## src/rtl/fir_pkg.sv

```systemverilog
// Shared state encoding and default parameters for the FIR coefficient sender.
package fir_pkg;

  localparam int DEF_DATA_W     = 8;
  localparam int DEF_NTAPS      = 4;
  localparam int DEF_FIFO_DEPTH = 8;
  localparam int DEF_RST_CYC    = 2;

  typedef enum logic [1:0] {
    ST_IDLE   = 2'd0,
    ST_RESET  = 2'd1,
    ST_LOAD   = 2'd2,
    ST_STREAM = 2'd3
  } state_t;

  function automatic int max_int(input int a, input int b);
    return (a > b) ? a : b;
  endfunction

endpackage

```

## src/rtl/fir_sample_fifo.sv

```systemverilog
// Sample FIFO with show-ahead read data; flush empties it and discards a same-cycle push.
module fir_sample_fifo
  import fir_pkg::*;
#(
  parameter int DATA_W = DEF_DATA_W,
  parameter int DEPTH  = DEF_FIFO_DEPTH
) (
  input  logic                       clk,
  input  logic                       reset,
  input  logic                       push,
  input  logic                       pop,
  input  logic                       flush,
  input  logic [DATA_W-1:0]          wr_data,
  output logic [DATA_W-1:0]          rd_data,
  output logic                       full,
  output logic                       empty,
  output logic [$clog2(DEPTH):0]     count
);

  localparam int AW = $clog2(DEPTH);
  localparam int CW = AW + 1;

  logic [DATA_W-1:0] mem [DEPTH];
  logic [AW-1:0]     wr_ptr_q, wr_ptr_d;
  logic [AW-1:0]     rd_ptr_q, rd_ptr_d;
  logic [CW-1:0]     count_q, count_d;
  logic              do_push, do_pop;

  assign full    = (count_q == CW'(DEPTH));
  assign empty   = (count_q == '0);
  assign count   = count_q;
  assign rd_data = mem[rd_ptr_q];
  assign do_push = push & ~full & ~flush;
  assign do_pop  = pop & ~empty & ~flush;

  always_comb begin
    wr_ptr_d = wr_ptr_q;
    rd_ptr_d = rd_ptr_q;
    count_d  = count_q;
    if (flush) begin
      wr_ptr_d = '0;
      rd_ptr_d = '0;
      count_d  = '0;
    end else begin
      // Pointers wrap naturally because DEPTH is a power of two.
      if (do_push) wr_ptr_d = wr_ptr_q + AW'(1);
      if (do_pop)  rd_ptr_d = rd_ptr_q + AW'(1);
      case ({do_push, do_pop})
        2'b10:   count_d = count_q + CW'(1);
        2'b01:   count_d = count_q - CW'(1);
        default: count_d = count_q;
      endcase
    end
  end

  always_ff @(posedge clk or posedge reset) begin
    if (reset) begin
      wr_ptr_q <= '0;
      rd_ptr_q <= '0;
      count_q  <= '0;
    end else begin
      wr_ptr_q <= wr_ptr_d;
      rd_ptr_q <= rd_ptr_d;
      count_q  <= count_d;
    end
  end

  always_ff @(posedge clk) begin
    if (do_push) mem[wr_ptr_q] <= wr_data;
  end

endmodule

```

## src/rtl/fir_coef_sender.sv

```systemverilog
// Reloads a FIR filter: holds it in reset, streams the coefficient table, then
// feeds buffered samples (zero-stuffing and flagging underrun when starved).
module fir_coef_sender
  import fir_pkg::*;
#(
  parameter int DATA_W     = DEF_DATA_W,
  parameter int NTAPS      = DEF_NTAPS,
  parameter int FIFO_DEPTH = DEF_FIFO_DEPTH,
  parameter int RST_CYC    = DEF_RST_CYC
) (
  input  logic                      clk,
  input  logic                      reset,
  input  logic                      cfg_we,
  input  logic [$clog2(NTAPS)-1:0]  cfg_addr,
  input  logic [DATA_W-1:0]         cfg_wdata,
  input  logic                      load_start,
  input  logic                      s_valid,
  input  logic [DATA_W-1:0]         s_data,
  output logic                      s_ready,
  output logic                      flt_rst,
  output logic [DATA_W-1:0]         coef_out,
  output logic [DATA_W-1:0]         x_out,
  output logic                      busy,
  output logic                      underrun
);

  localparam int AW    = $clog2(NTAPS);
  localparam int CNT_W = $clog2(max_int(NTAPS, RST_CYC)) + 1;
  localparam int FCW   = $clog2(FIFO_DEPTH) + 1;

  state_t              state_q, state_d;
  logic [CNT_W-1:0]    cnt_q, cnt_d;
  logic [DATA_W-1:0]   coef_q [NTAPS];
  logic [DATA_W-1:0]   coef_d [NTAPS];
  logic                flt_rst_q, flt_rst_d;
  logic [DATA_W-1:0]   coef_out_q, coef_out_d;
  logic [DATA_W-1:0]   x_out_q, x_out_d;
  logic                busy_q, busy_d;
  logic                underrun_q, underrun_d;
  logic [AW-1:0]       tap_idx;
  logic                cfg_en;

  logic                fifo_push, fifo_pop, fifo_flush;
  logic                fifo_full, fifo_empty;
  logic [DATA_W-1:0]   fifo_rd_data;
  logic [FCW-1:0]      fifo_count;

  fir_sample_fifo #(
    .DATA_W (DATA_W),
    .DEPTH  (FIFO_DEPTH)
  ) u_fifo (
    .clk     (clk),
    .reset   (reset),
    .push    (fifo_push),
    .pop     (fifo_pop),
    .flush   (fifo_flush),
    .wr_data (s_data),
    .rd_data (fifo_rd_data),
    .full    (fifo_full),
    .empty   (fifo_empty),
    .count   (fifo_count)
  );

  assign s_ready   = (fifo_count != FCW'(FIFO_DEPTH));
  assign fifo_push = s_valid & ~fifo_full;
  assign cfg_en    = cfg_we && (state_q == ST_IDLE || state_q == ST_STREAM);

  // State and output registers.
  always_ff @(posedge clk or posedge reset) begin
    if (reset) begin
      state_q    <= ST_IDLE;
      cnt_q      <= '0;
      flt_rst_q  <= 1'b1;
      coef_out_q <= '0;
      x_out_q    <= '0;
      busy_q     <= 1'b0;
      underrun_q <= 1'b0;
    end else begin
      state_q    <= state_d;
      cnt_q      <= cnt_d;
      flt_rst_q  <= flt_rst_d;
      coef_out_q <= coef_out_d;
      x_out_q    <= x_out_d;
      busy_q     <= busy_d;
      underrun_q <= underrun_d;
    end
  end

  always_ff @(posedge clk or posedge reset) begin
    if (reset) begin
      for (int i = 0; i < NTAPS; i++) coef_q[i] <= '0;
    end else begin
      for (int i = 0; i < NTAPS; i++) coef_q[i] <= coef_d[i];
    end
  end

  always_comb begin
    for (int i = 0; i < NTAPS; i++) begin
      coef_d[i] = (cfg_en && cfg_addr == AW'(i)) ? cfg_wdata : coef_q[i];
    end
  end

  // Next-state logic; cnt tracks cycles within RESET and the tap index within LOAD.
  always_comb begin
    state_d = state_q;
    cnt_d   = cnt_q;
    case (state_q)
      ST_IDLE: begin
        if (load_start) begin
          state_d = ST_RESET;
          cnt_d   = '0;
        end
      end
      ST_RESET: begin
        if (cnt_q == CNT_W'(RST_CYC - 1)) begin
          state_d = ST_LOAD;
          cnt_d   = '0;
        end else begin
          cnt_d = cnt_q + CNT_W'(1);
        end
      end
      ST_LOAD: begin
        if (cnt_q == CNT_W'(NTAPS - 1)) begin
          state_d = ST_STREAM;
          cnt_d   = '0;
        end else begin
          cnt_d = cnt_q + CNT_W'(1);
        end
      end
      ST_STREAM: begin
        if (load_start) begin
          state_d = ST_RESET;
          cnt_d   = '0;
        end
      end
      default: begin
        state_d = ST_IDLE;
        cnt_d   = '0;
      end
    endcase
  end

  // Outputs are decoded from the next state so the registered values line up with state_q.
  always_comb begin
    tap_idx    = cnt_d[AW-1:0];
    flt_rst_d  = (state_d == ST_IDLE) || (state_d == ST_RESET);
    busy_d     = (state_d == ST_RESET) || (state_d == ST_LOAD);
    coef_out_d = (state_d == ST_LOAD) ? coef_q[tap_idx] : '0;
    fifo_pop   = (state_d == ST_STREAM);
    fifo_flush = load_start && (state_q == ST_STREAM);
    x_out_d    = (state_d == ST_STREAM && !fifo_empty) ? fifo_rd_data : '0;
    underrun_d = underrun_q;
    if (load_start && (state_q == ST_IDLE || state_q == ST_STREAM)) begin
      underrun_d = 1'b0;
    end else if (state_d == ST_STREAM && fifo_empty) begin
      underrun_d = 1'b1;
    end
  end

  assign flt_rst  = flt_rst_q;
  assign coef_out = coef_out_q;
  assign x_out    = x_out_q;
  assign busy     = busy_q;
  assign underrun = underrun_q;

endmodule

```

## config.mk

```make
export PLATFORM = sky130hd
export DESIGN_NAME = fir_coef_sender
export DESIGN_NICKNAME = d
export VERILOG_FILES = /design/src/rtl/fir_pkg.sv /design/src/rtl/fir_sample_fifo.sv /design/src/rtl/fir_coef_sender.sv
export SDC_FILE = /design/constraint.sdc
export NUM_CORES = 1
export LEC_CHECK = 0
export ABC_AREA = 1
export ABC_CLOCK_PERIOD_IN_PS = 2700
export CORE_UTILIZATION = 50
export DETAILED_ROUTE_END_ITERATION = 16
export GPL_ROUTABILITY_DRIVEN = 0
export MAX_ROUTING_LAYER = met4
export PLACE_DENSITY_LB_ADDON = 0.15
export SETUP_SLACK_MARGIN = 0.5
export SYNTH_ARGS = -nofsm -noshare
export SYNTH_HDL_FRONTEND = slang
export SYNTH_HIERARCHICAL = 1
export SYNTH_SLANG_ARGS = --single-unit
```

## constraint.sdc

```tcl
create_clock -name clk -period 2.7 [get_ports clk]
set_input_delay 0.675 -clock clk [delete_from_list [all_inputs] [get_ports clk]]
set_output_delay 0.675 -clock clk [all_outputs]
set_load 0.1 [all_outputs]
```

==> metrics.md <==
| Metric | Value |
|---|---|
| Highest fanout seen on the critical path | 4 |
| Worst setup margin | between 200 and 300 ps |
| Post-route minimum period | 2420 ps |
| Overall overflow remaining after global route | 0 |
| Critical R2R Capture | u_fifo/count[3]$_DFFE_PP0P_ |
| Highest clock frequency the design can meet | approximately 410 MHz |
| CP endpoint kind | flip-flop |
| CTS tree | built |
| Area added between synthesis and finish | 25.7% |
| Via density per instance | slightly above 5 |
| Cell type contributing the most total cell area after synthesis | sky130_fd_sc_hd__edfxtp_1 |
| Result of the run | finished, final reports clean |
| CP Data Required Time | 3000 ps |
| Final cell area excluding filler cells | 0.00741 mm2 |
| Power Dens Cells | 1280 mW/mm2 |
| Post-layout utilization of the core | 64.6% |
| Number of DRC violations after detailed-routing iteration 0 | approximately 290 |
| Number of instances in the synthesized netlist | 589 |
| CP Class | flip-flop to flip-flop |
| Die Span X | between 100 and 150 um |
| Number of nets with antenna violations after detailed routing | 0 |
| Number of nets in the layout | 716 |
| Deepest clock path buffer count | 2 |
| Termination of the worst setup path | u_fifo/count[3]$_DFFE_PP0P_ |
| Number of vias in the routed layout | 4311 |
| Most frequent cells in the layout | sky130_fd_sc_hd__nand2_1 (105), sky130_fd_sc_hd__inv_1 (64), sky130_fd_sc_hd__edfxtp_1 (64) |
| Number of max-cap violations | 0 |
| Number of warnings issued by yosys | 6 |
| Sequential share of the synthesized area | 60.6% |
| Slew at the pin closest to its max-slew limit | 615 ps |
| Arrival time of data at the critical path endpoint | between 2000 and 3000 ps |
| Number of detailed-routing iterations run before antenna repair | 5 |
| Max-slew violation count | 0 |
| Starting Density | between 50% and 60% |
| Count of pins on the block boundary | 43 |
| Floorplan die area | 0.0122 mm2 |
| Root Buffer Master | sky130_fd_sc_hd__clkbuf_16 |
| Min-delay worst type | flip-flop to flip-flop |
| Antenna violations before repair | 0 |
| Ant diodes | 0 |
| Post-synth top area share | 32.6% |
| Share of post-route cells with drive strength above 1 | between 20% and 30% |
| Port-buffer cells | 42 |
| Detailed Route WL | 12900 um |
| Critical Path Source | state_q[0]$_DFF_PP0_ |
| R2r startpoint | state_q[0]$_DFF_PP0_ |
| Number of distinct library cells after synthesis | 37 |
| Count of unresolved DRC violations after routing | 0 |
| Row cnt | 39 |
| Setup repair after global routing missed its margin | yes |
| Most common cell after layout, fill and taps aside | sky130_fd_sc_hd__nand2_1 |
| Synthesized area | 0.00590 mm2 |
| Kind of launch point of the worst setup path | flip-flop |
| Length in cells of the worst reg-to-reg path | 18 |
| Worst ir drop on vdd | between 1 and 1.5 mV |
| Worst rel slew slack | around three fifths |
| DP Worst Slack | -130 ps |
| Sinks on the clock net | 130 |
| Mean routed wirelength per cell | 15.5 um |
| Biggest area contributors in the synthesized netlist | sky130_fd_sc_hd__edfxtp_1 (33%), sky130_fd_sc_hd__dfrtp_1 (28%), sky130_fd_sc_hd__nand2_1 (7.1%) |
| Nets in the synthesized netlist | 627 |
| Placeable core region | approximately 0.011 mm2 |
| GRT Overall Usage | 23.4% |
| Post-route insts no fill | 834 |
| Avg Synthesized Cell Area | 10.0 um2 |
| Half-perimeter wire length after detailed placement | 8290 um |
| Final setup violation count | 0 |
| Clock edge transition at the registers on the reported setup and hold paths | 50 ps |
| Global-route wire length before repair | around 22000 um |
| Leakage power | 3.31 nW |
| Floorplan die height | 111 um |
| H-tree Lvls | 4 |
| Clock latency on the worst-skew pair | 410 ps |
| Number of storage elements in the synthesis netlist | 130 |
| Post-route clock period utilization | 89.5% |
| Fin. Hold Viols | 0 |
| Setup slack, reg-to-reg | around 280 ps |
| Clk_skew | 8.49 ps |
| Placed instance count | 782 |
| Placed instance area | 0.00662 mm2 |
| Maximum number of pins on one net before global-route repair | 47 |
| Cts bufs inserted | 17 |
| Number of global-route vias before repair | 4416 |
## cell type report
| type | instances | area, um2 |
|---|---|---|
| clock inverters | 7 | 60.1 |
| clock buffers | 25 | 455 |
| well taps | 143 | 179 |
| fillers | 904 | 4060 |
| inverters | 79 | 333 |
| multi-input cells | 364 | 2070 |
| flip-flops and latches | 130 | 3580 |
| repair buffers | 86 | 739 |
## state kept, by name, summed over array words and instances, names as in the netlist
name / count
x_out: 8
flt_rst: 1
u_fifo/rd_ptr_q: 3
busy: 1
coef_q: 32
coef_out: 8
u_fifo/wr_ptr_q: 3
underrun: 1
u_fifo/count: 4
state_q: 2
cnt_q: 3
u_fifo/mem: 64
## cell usage after synthesis (all sizes together)
| cell type | n |
|---|---|
| clkinv | 1 |
| xnor2 | 1 |
| clkbuf | 4 |
| fa | 1 |
| nand3 | 37 |
| ha | 14 |
| o31ai | 1 |
| nand3b | 9 |
| dfstp | 1 |
| bufinv | 1 |
| buf | 12 |
| o22ai | 1 |
| or2 | 1 |
| edfxtp | 64 |
| nand2 | 122 |
| o21bai | 1 |
| a31oi | 9 |
| o211ai | 1 |
| nor2 | 68 |
| o21ai | 75 |
| dfrtp | 65 |
| a21oi | 22 |
| inv | 77 |
| nor3 | 1 |
## how the worst min path moves through the flow
stage	startpoint	end	slack [ps]	cells past startpoint
after floorplan	coef_q[16]$_DFFE_PP0P_	coef_q[16]$_DFFE_PP0P_	440	2
after global placement	coef_q[23]$_DFFE_PP0P_	coef_q[23]$_DFFE_PP0P_	460	2
after detailed placement	coef_q[23]$_DFFE_PP0P_	coef_q[23]$_DFFE_PP0P_	460	2
after CTS	coef_q[23]$_DFFE_PP0P_	coef_q[23]$_DFFE_PP0P_	480	2
after global routing	coef_q[21]$_DFFE_PP0P_	coef_q[21]$_DFFE_PP0P_	510	2
final	coef_q[23]$_DFFE_PP0P_	coef_q[23]$_DFFE_PP0P_	480	2
## report_power, final
group | internal [W] | switching, W
logic | 0.00168 | 0.00281
registers | 0.00266 | 0.000337
clock network | 0.00125 | 0.000772
total | 0.00559 | 0.00392
## routing by layer
metal | global-route usage (%) | up-vias | share of wire (%) | wire, um
met1 | 30.0 | 2075 | 46 | 5950
met5 | - | - | 0 | 0
met4 | 8.80 | 0 | 1.1 | 141
li1 | - | 2121 | - | -
met3 | 5.82 | 13 | 4.7 | 610
met2 | 36.2 | 102 | 48 | 6210
## critical path: stages, from the launching register on
cell and delay [ps]:
sky130_fd_sc_hd__dfrtp_2 440, sky130_fd_sc_hd__inv_4 70, sky130_fd_sc_hd__ha_4 150, sky130_fd_sc_hd__inv_1 70
sky130_fd_sc_hd__o211ai_1 190, sky130_fd_sc_hd__nand2_1 110, sky130_fd_sc_hd__o21ai_2 110, sky130_fd_sc_hd__ha_4 180
sky130_fd_sc_hd__nand2_4 60, sky130_fd_sc_hd__nor2_4 150, sky130_fd_sc_hd__ha_1 280, sky130_fd_sc_hd__nand3_2 90
sky130_fd_sc_hd__nand3_1 80, sky130_fd_sc_hd__nand2_1 90, sky130_fd_sc_hd__inv_1 40, sky130_fd_sc_hd__nand2_1 50
sky130_fd_sc_hd__nand2_1 40, sky130_fd_sc_hd__nand2_1 50, sky130_fd_sc_hd__nand2_1 40
## cells by family after synthesis
kind of cell | Yosys count | synth area share (%)
adders and majority gates | 15 | 3.31
buffers and inverters | 95 | 6.94
AOI/OAI and AO/OA | 110 | 10.1
xor gates and xnor gates | 1 | 0.149
DFF | 130 | 60.6
and+or+nand+nor | 238 | 18.8
## timing repair
item / 4_1_cts / 5_1_grt
hold buffers: 0 / 0
pin swaps: 19 / 15
endpoints found under the setup margin: 5 / 5
gates resized for setup: 24 / 12
buffers inserted: 9 / 11
## metrics by stage
stage | setup TNS (ps) | total power [W] | hold WS [ps]
3_5_place_dp | -236 | 0.00692 | 464
3_3_place_gp | -150 | 0.00682 | 459
5_1_grt | 0 | 0.0102 | 511
6_report | 0 | 0.00951 | 478
2_1_floorplan | 0 | 0.00590 | 444
4_1_cts | 0 | 0.00921 | 478
No activity file was read; power rests on OpenSTA's default activity.
==> edit 1 (same settings) <==
Reset style: synchronous (`reset`), changed in 3 clocked blocks.
--- a/src/rtl/fir_sample_fifo.sv
+++ b/src/rtl/fir_sample_fifo.sv
@@ -53,7 +53,7 @@
     end
   end
 
-  always_ff @(posedge clk or posedge reset) begin
+  always_ff @(posedge clk) begin
     if (reset) begin
       wr_ptr_q <= '0;
       rd_ptr_q <= '0;
--- a/src/rtl/fir_coef_sender.sv
+++ b/src/rtl/fir_coef_sender.sv
@@ -66,7 +66,7 @@
   assign cfg_en    = cfg_we && (state_q == ST_IDLE || state_q == ST_STREAM);
 
   // State and output registers.
-  always_ff @(posedge clk or posedge reset) begin
+  always_ff @(posedge clk) begin
     if (reset) begin
       state_q    <= ST_IDLE;
       cnt_q      <= '0;
@@ -86,7 +86,7 @@
     end
   end
 
-  always_ff @(posedge clk or posedge reset) begin
+  always_ff @(posedge clk) begin
     if (reset) begin
       for (int i = 0; i < NTAPS; i++) coef_q[i] <= '0;
     end else begin
Formal check against the unedited RTL: differs if reset is asserted again (counterexample within 4 cycles, from zero or initial values and one cycle with reset high); with reset held inactive, the same outputs for 10 cycles.
==> edit 1 against the unedited design <==
  * Count of clock-buffer cells in the layout fell by 2
  * Area after synthesis fell by 1.5%
  * Sequential cell count rose by 3
  * Critical endpoint is now u_fifo/count[2]
  * Cell area fell by 0.25%
  * Worst setup slack improved by 27 ps
  * Total power fell by 18%
  * Utilization rose by 2.1 points
  * Global-route usage fell by 0.86 points
  * Combinational power fell by 35%
  * Wire length fell by 5.2%
==> edit 1: results (changes against the unedited design) <==
\begin{tabular}{lr}
\hline
Metric & Value \\
\hline
\multicolumn{2}{l}{\textbf{Worst setup path}} \\
Worst Path Arrival & 2690 ps (-30 ps) \\
R2R setup slack & 310 ps (+30 ps) \\
Cell with the largest stage delay on the worst path & sky130\_fd\_sc\_hd\_\_dfxtp\_2 \\
\multicolumn{2}{l}{\textbf{Power and ir drop}} \\
Worst VDD drop & 0.7050 mV (-41\%) \\
Leakage component of the power & 3.050 nW (-7.8\%) \\
\multicolumn{2}{l}{\textbf{Timing}} \\
Worst Clk Skew & 6.590 ps (-1.901 ps) \\
Transition time at the pin with the least slew margin & 974.1 ps (+359.6 ps) \\
\multicolumn{2}{l}{\textbf{Global route}} \\
Pin count of the biggest net entering global routing & 33 (-30\%) \\
Global router's overall resource usage & 22.57\% (-0.86 points) \\
\multicolumn{2}{l}{\textbf{Cells and area}} \\
Post-layout instance count excluding filler cells & 808 (-3.1\%) \\
Fraction of layout instances using a drive strength above 1 & 23.35\% (+2.1 points) \\
Filler cell count & 858 (-5.1\%) \\
\multicolumn{2}{l}{\textbf{Route}} \\
Wire length on met1 & 5074 µm (-15\%) \\
Number of design-rule violations left by the first detailed-router iteration & 253 (-11\%) \\
DR WL met3 & 619 µm (+1.5\%) \\
Wire length after detailed routing & 12,250 µm (-5.2\%) \\
Routed via count divided by cell count & 5.130 (-0.76\%) \\
Amount of wire on met2 after detailed routing & 6402 µm (+3.2\%) \\
\multicolumn{2}{l}{\textbf{Synth}} \\
Largest cells by area after synthesis & sky130\_fd\_sc\_hd\_\_edfxtp\_1, sky130\_fd\_sc\_hd\_\_dfxtp\_1, sky130\_fd\_sc\_hd\_\_nor2\_1 \\
List of most frequent post-synthesis cells & sky130\_fd\_sc\_hd\_\_edfxtp\_1, sky130\_fd\_sc\_hd\_\_nor2\_1, sky130\_fd\_sc\_hd\_\_inv\_1 \\
Number of synthesized flops with an enable pin & 96 (+50\%) \\
Gate count of the mapped netlist & 559 (-5.1\%) \\
Distinct cell type count after synthesis & 34 (-8.1\%) \\
\multicolumn{2}{l}{\textbf{Placed design}} \\
Detailed placement HPWL & 7712 µm (-7.0\%) \\
Cells after DPL & 761 (-2.7\%) \\
\multicolumn{2}{l}{\textbf{Outcome}} \\
Outcome & finished, final reports clean \\
\hline
\end{tabular}
[edit 1: changes by cell type after synthesis, moves of 26 or more]
cell and change:
sky130_fd_sc_hd__dfrtp_1 -65, sky130_fd_sc_hd__o21ai_0 -41, sky130_fd_sc_hd__dfxtp_1 +37, sky130_fd_sc_hd__nand2_1 -37, sky130_fd_sc_hd__edfxtp_1 +32, sky130_fd_sc_hd__nor2_1 +26
[edit 1: repair_timing]
item | in CTS | in global routing
pin swaps | 14 | 5
gates resized for setup | 18 | 12
setup endpoints to repair | 12 | 24
setup buffers | 11 | 4
endpoints found under the hold margin | 0 | 0
[edit 1: cells by family after synthesis]
group | share of synthesized area [%]
AND/OR/NAND/NOR | 17.99
flip-flops | 62.40
buffers and inverters | 7.261
AO/OA/AOI/OAI | 7.197
adder cells (fa/ha/maj) | 3.017
multiplexers | 1.379
XOR/XNOR | 0.7543
[edit 1: final timing paths]
path	startpoint	to	depth (start not counted)
max reg2reg	state_q[0]	u_fifo/count[2]	18
min	u_fifo/rd_ptr_q[1]	u_fifo/rd_ptr_q[1]	2
max	state_q[0]	u_fifo/count[2]	18
min reg2reg	u_fifo/rd_ptr_q[1]	u_fifo/rd_ptr_q[1]	2
[edit 1: through the flow]
step / hold slack (ps) / worst slack (ps) / utilization (%) / cell area (µm²) / total power, mW
global route: 504.1 / 165.3 / 66.73 / 7392 / 8.244
detailed placement: 478.5 / -329.3 / 59.40 / 6580 / 5.229
floorplan: 457.0 / 326.0 / - / 5901 / 4.578
global placement: 474.8 / -261.4 / 59.40 / 6580 / 5.174
finish: 485.3 / 310.6 / 66.73 / 7392 / 7.818
CTS: 485.4 / 356.1 / 66.04 / 7316 / 7.725
[edit 1: area by class of cell]
type / count / area, µm² / area share [%]
Sequential cell: 133 / 3631 / 49.12
Tap cell: 140 / 175.2 / 2.370
Multi-Input combinational cell: 331 / 1939 / 26.24
Timing Repair Buffer: 90 / 733.2 / 9.919
Inverter: 82 / 326.6 / 4.418
Clock inverter: 9 / 128.9 / 1.743
Clock buffer: 23 / 457.9 / 6.195
[edit 1: power by group]
part           total, mW  switching (mW)  leakage, nW  internal [mW]
combinational       2.91            1.85         1.55           1.06
clock               2.27           0.803        0.281           1.47
sequential          2.63           0.148         1.22           2.48
[edit 1: per-layer routing]
metal	vias to the layer above	GRT usage, %
met2	130	38.90
li1	2055	-
met1	1948	26.71
met4	0	7.524
met5	-	-
met3	12	4.090
==> edit 2 (same settings) <==
Without the edit above. `DEF_FIFO_DEPTH`: 8 -> 16.
--- a/src/rtl/fir_pkg.sv
+++ b/src/rtl/fir_pkg.sv
@@ -3,7 +3,7 @@
 
   localparam int DEF_DATA_W     = 8;
   localparam int DEF_NTAPS      = 4;
-  localparam int DEF_FIFO_DEPTH = 8;
+  localparam int DEF_FIFO_DEPTH = 16;
   localparam int DEF_RST_CYC    = 2;
 
   typedef enum logic [1:0] {
Behaviour: not the same (Yosys sat finds a counterexample within 10 cycles, from zero or initial values and one cycle with reset high).
==> edit 2 against the unedited design <==
  * The run now ends with setup timing left
  * Cell area up 44%
  * Count of clock-buffer cells in the layout down 5
  * Utilization down 2.7 points
  * Wire length up 48%
  * Critical path depth up 2
  * Area after synthesis up 50%
  * Worst hold slack better by 3.3 ps
  * Sequential cell count up 67
  * Non-clock buffer count up 20
  * Total power up 26%
  * Worst setup slack worse by 300 ps
==> edit 2: results (changes against the unedited design) <==
\begin{tabular}{lr}
\hline
Metric & Value \\
\hline
\multicolumn{2}{l}{\textbf{Timing}} \\
Transition time at the pin with the least slew margin & 692.2 ps (+77.66 ps) \\
Worst Clk Skew & 12.47 ps (+3.974 ps) \\
Count of endpoints failing setup in the final report & 1 (+1) \\
Final WS setup & -21.29 ps (-304.7 ps) \\
\multicolumn{2}{l}{\textbf{Synth}} \\
Net count of the mapped netlist & 883 (+41\%) \\
Xor/xnor cell area share of the yosys netlist & 0.1987\% (+0.050 points) \\
Share of synthesized area occupied by flip-flops and latches & 63.19\% (+2.6 points) \\
Primary FF master, synth & sky130\_fd\_sc\_hd\_\_edfxtp\_1 \\
Largest cells by area after synthesis & sky130\_fd\_sc\_hd\_\_edfxtp\_1, sky130\_fd\_sc\_hd\_\_dfrtp\_1, sky130\_fd\_sc\_hd\_\_inv\_1 \\
Arithmetic-cell share of the synthesized area counting full adders, half adders and majority gates & 2.781\% (-0.53 points) \\
Distinct cell type count after synthesis & 39 (+5.4\%) \\
\multicolumn{2}{l}{\textbf{Route}} \\
Amount of wire on met2 after detailed routing & 9379 µm (+51\%) \\
\multicolumn{2}{l}{\textbf{Cells and area}} \\
Multi-input combinational area share & 25.87\% (-2.0 points) \\
Clock-cell share of area & 5.295\% (-1.7 points) \\
Largest registers & u\_fifo/mem x128, coef\_q x32 \\
Filler cell count & 1,395 (+54\%) \\
Proportion of cell area occupied by registers & 52.23\% (+4.0 points) \\
Post-layout instance count excluding filler cells & 1,171 (+40\%) \\
\multicolumn{2}{l}{\textbf{Global route}} \\
Wire length of the first global-routing pass & 29,860 µm (+38\%) \\
Met2 demand-to-capacity share in global routing & 34.59\% (-1.6 points) \\
Global routing usage on met3 & 4.204\% (-1.6 points) \\
\multicolumn{2}{l}{\textbf{Worst setup path}} \\
Worst Path Arrival & 3050 ps (+330 ps) \\
Peak per-stage delay on the critical path & 420 ps (-20 ps) \\
Number of cells on the worst reg-to-reg path & 20 (+2) \\
\multicolumn{2}{l}{\textbf{Outcome}} \\
Violations in the final reports & setup timing \\
Outcome & complete, but fails checks \\
\multicolumn{2}{l}{\textbf{Placed design}} \\
Pre-CTS setup slack & -408.4 ps (-278.7 ps) \\
Cells after DPL & 1,115 (+43\%) \\
\multicolumn{2}{l}{\textbf{Worst hold path}} \\
Endpoint, Worst Hold & coef\_q[20] \\
\hline
\end{tabular}
## edit 2: cell types whose count changed after synthesis, moves of 6 or more
cell                       unedited run  this run
sky130_fd_sc_hd__inv_1               72       140
sky130_fd_sc_hd__a21oi_1             19        44
sky130_fd_sc_hd__edfxtp_1            64       128
sky130_fd_sc_hd__nand2_1            111       128
sky130_fd_sc_hd__a31oi_1              9         1
sky130_fd_sc_hd__nor2_1              64        35
sky130_fd_sc_hd__nand3_1             33        85
sky130_fd_sc_hd__buf_2               10        22
sky130_fd_sc_hd__o21ai_0             65        71
sky130_fd_sc_hd__o211ai_1             1        33
## edit 2: per-stage QoR
stage	hold slack, ps	instance area, µm²	power, mW	setup TNS [ps]
after global placement	457.5	9701	8.721	-491.8
after detailed placement	465.8	9701	8.885	-874.7
after floorplan	444.4	8869	7.598	0
final	481.0	10680	12.00	-21.29
after global routing	510.5	10680	12.78	-194.2
after CTS	482.5	10420	11.61	0
## edit 2: worst min-delay path, stage by stage, from the launching register on
cell and delay, ps:
sky130_fd_sc_hd__dfrtp_1 340, sky130_fd_sc_hd__nand2_1 50, sky130_fd_sc_hd__o21ai_0 60
## edit 2: worst max path at each step
stage,slack [ps],startpoint,end
floorplan,150,cnt_q[0],u_fifo/count[4]
global placement,-320,load_start,u_fifo/count[4]
detailed placement,-410,load_start,u_fifo/count[4]
CTS,60,cnt_q[0],u_fifo/count[4]
global route,-190,cnt_q[2],u_fifo/count[4]
finish,-20,cnt_q[2],u_fifo/count[4]
## edit 2: power breakdown
| part | internal, mW | switching, mW |
|---|---|---|
| Combinational | 2.01 | 3.26 |
| Clock | 1.36 | 1.08 |
| Sequential | 3.84 | 0.444 |
## edit 2: repair_timing
item,in CTS,in global routing
gates resized for setup,15,41
buffers inserted,10,14
pin swaps,9,10
setup endpoints to repair,6,145
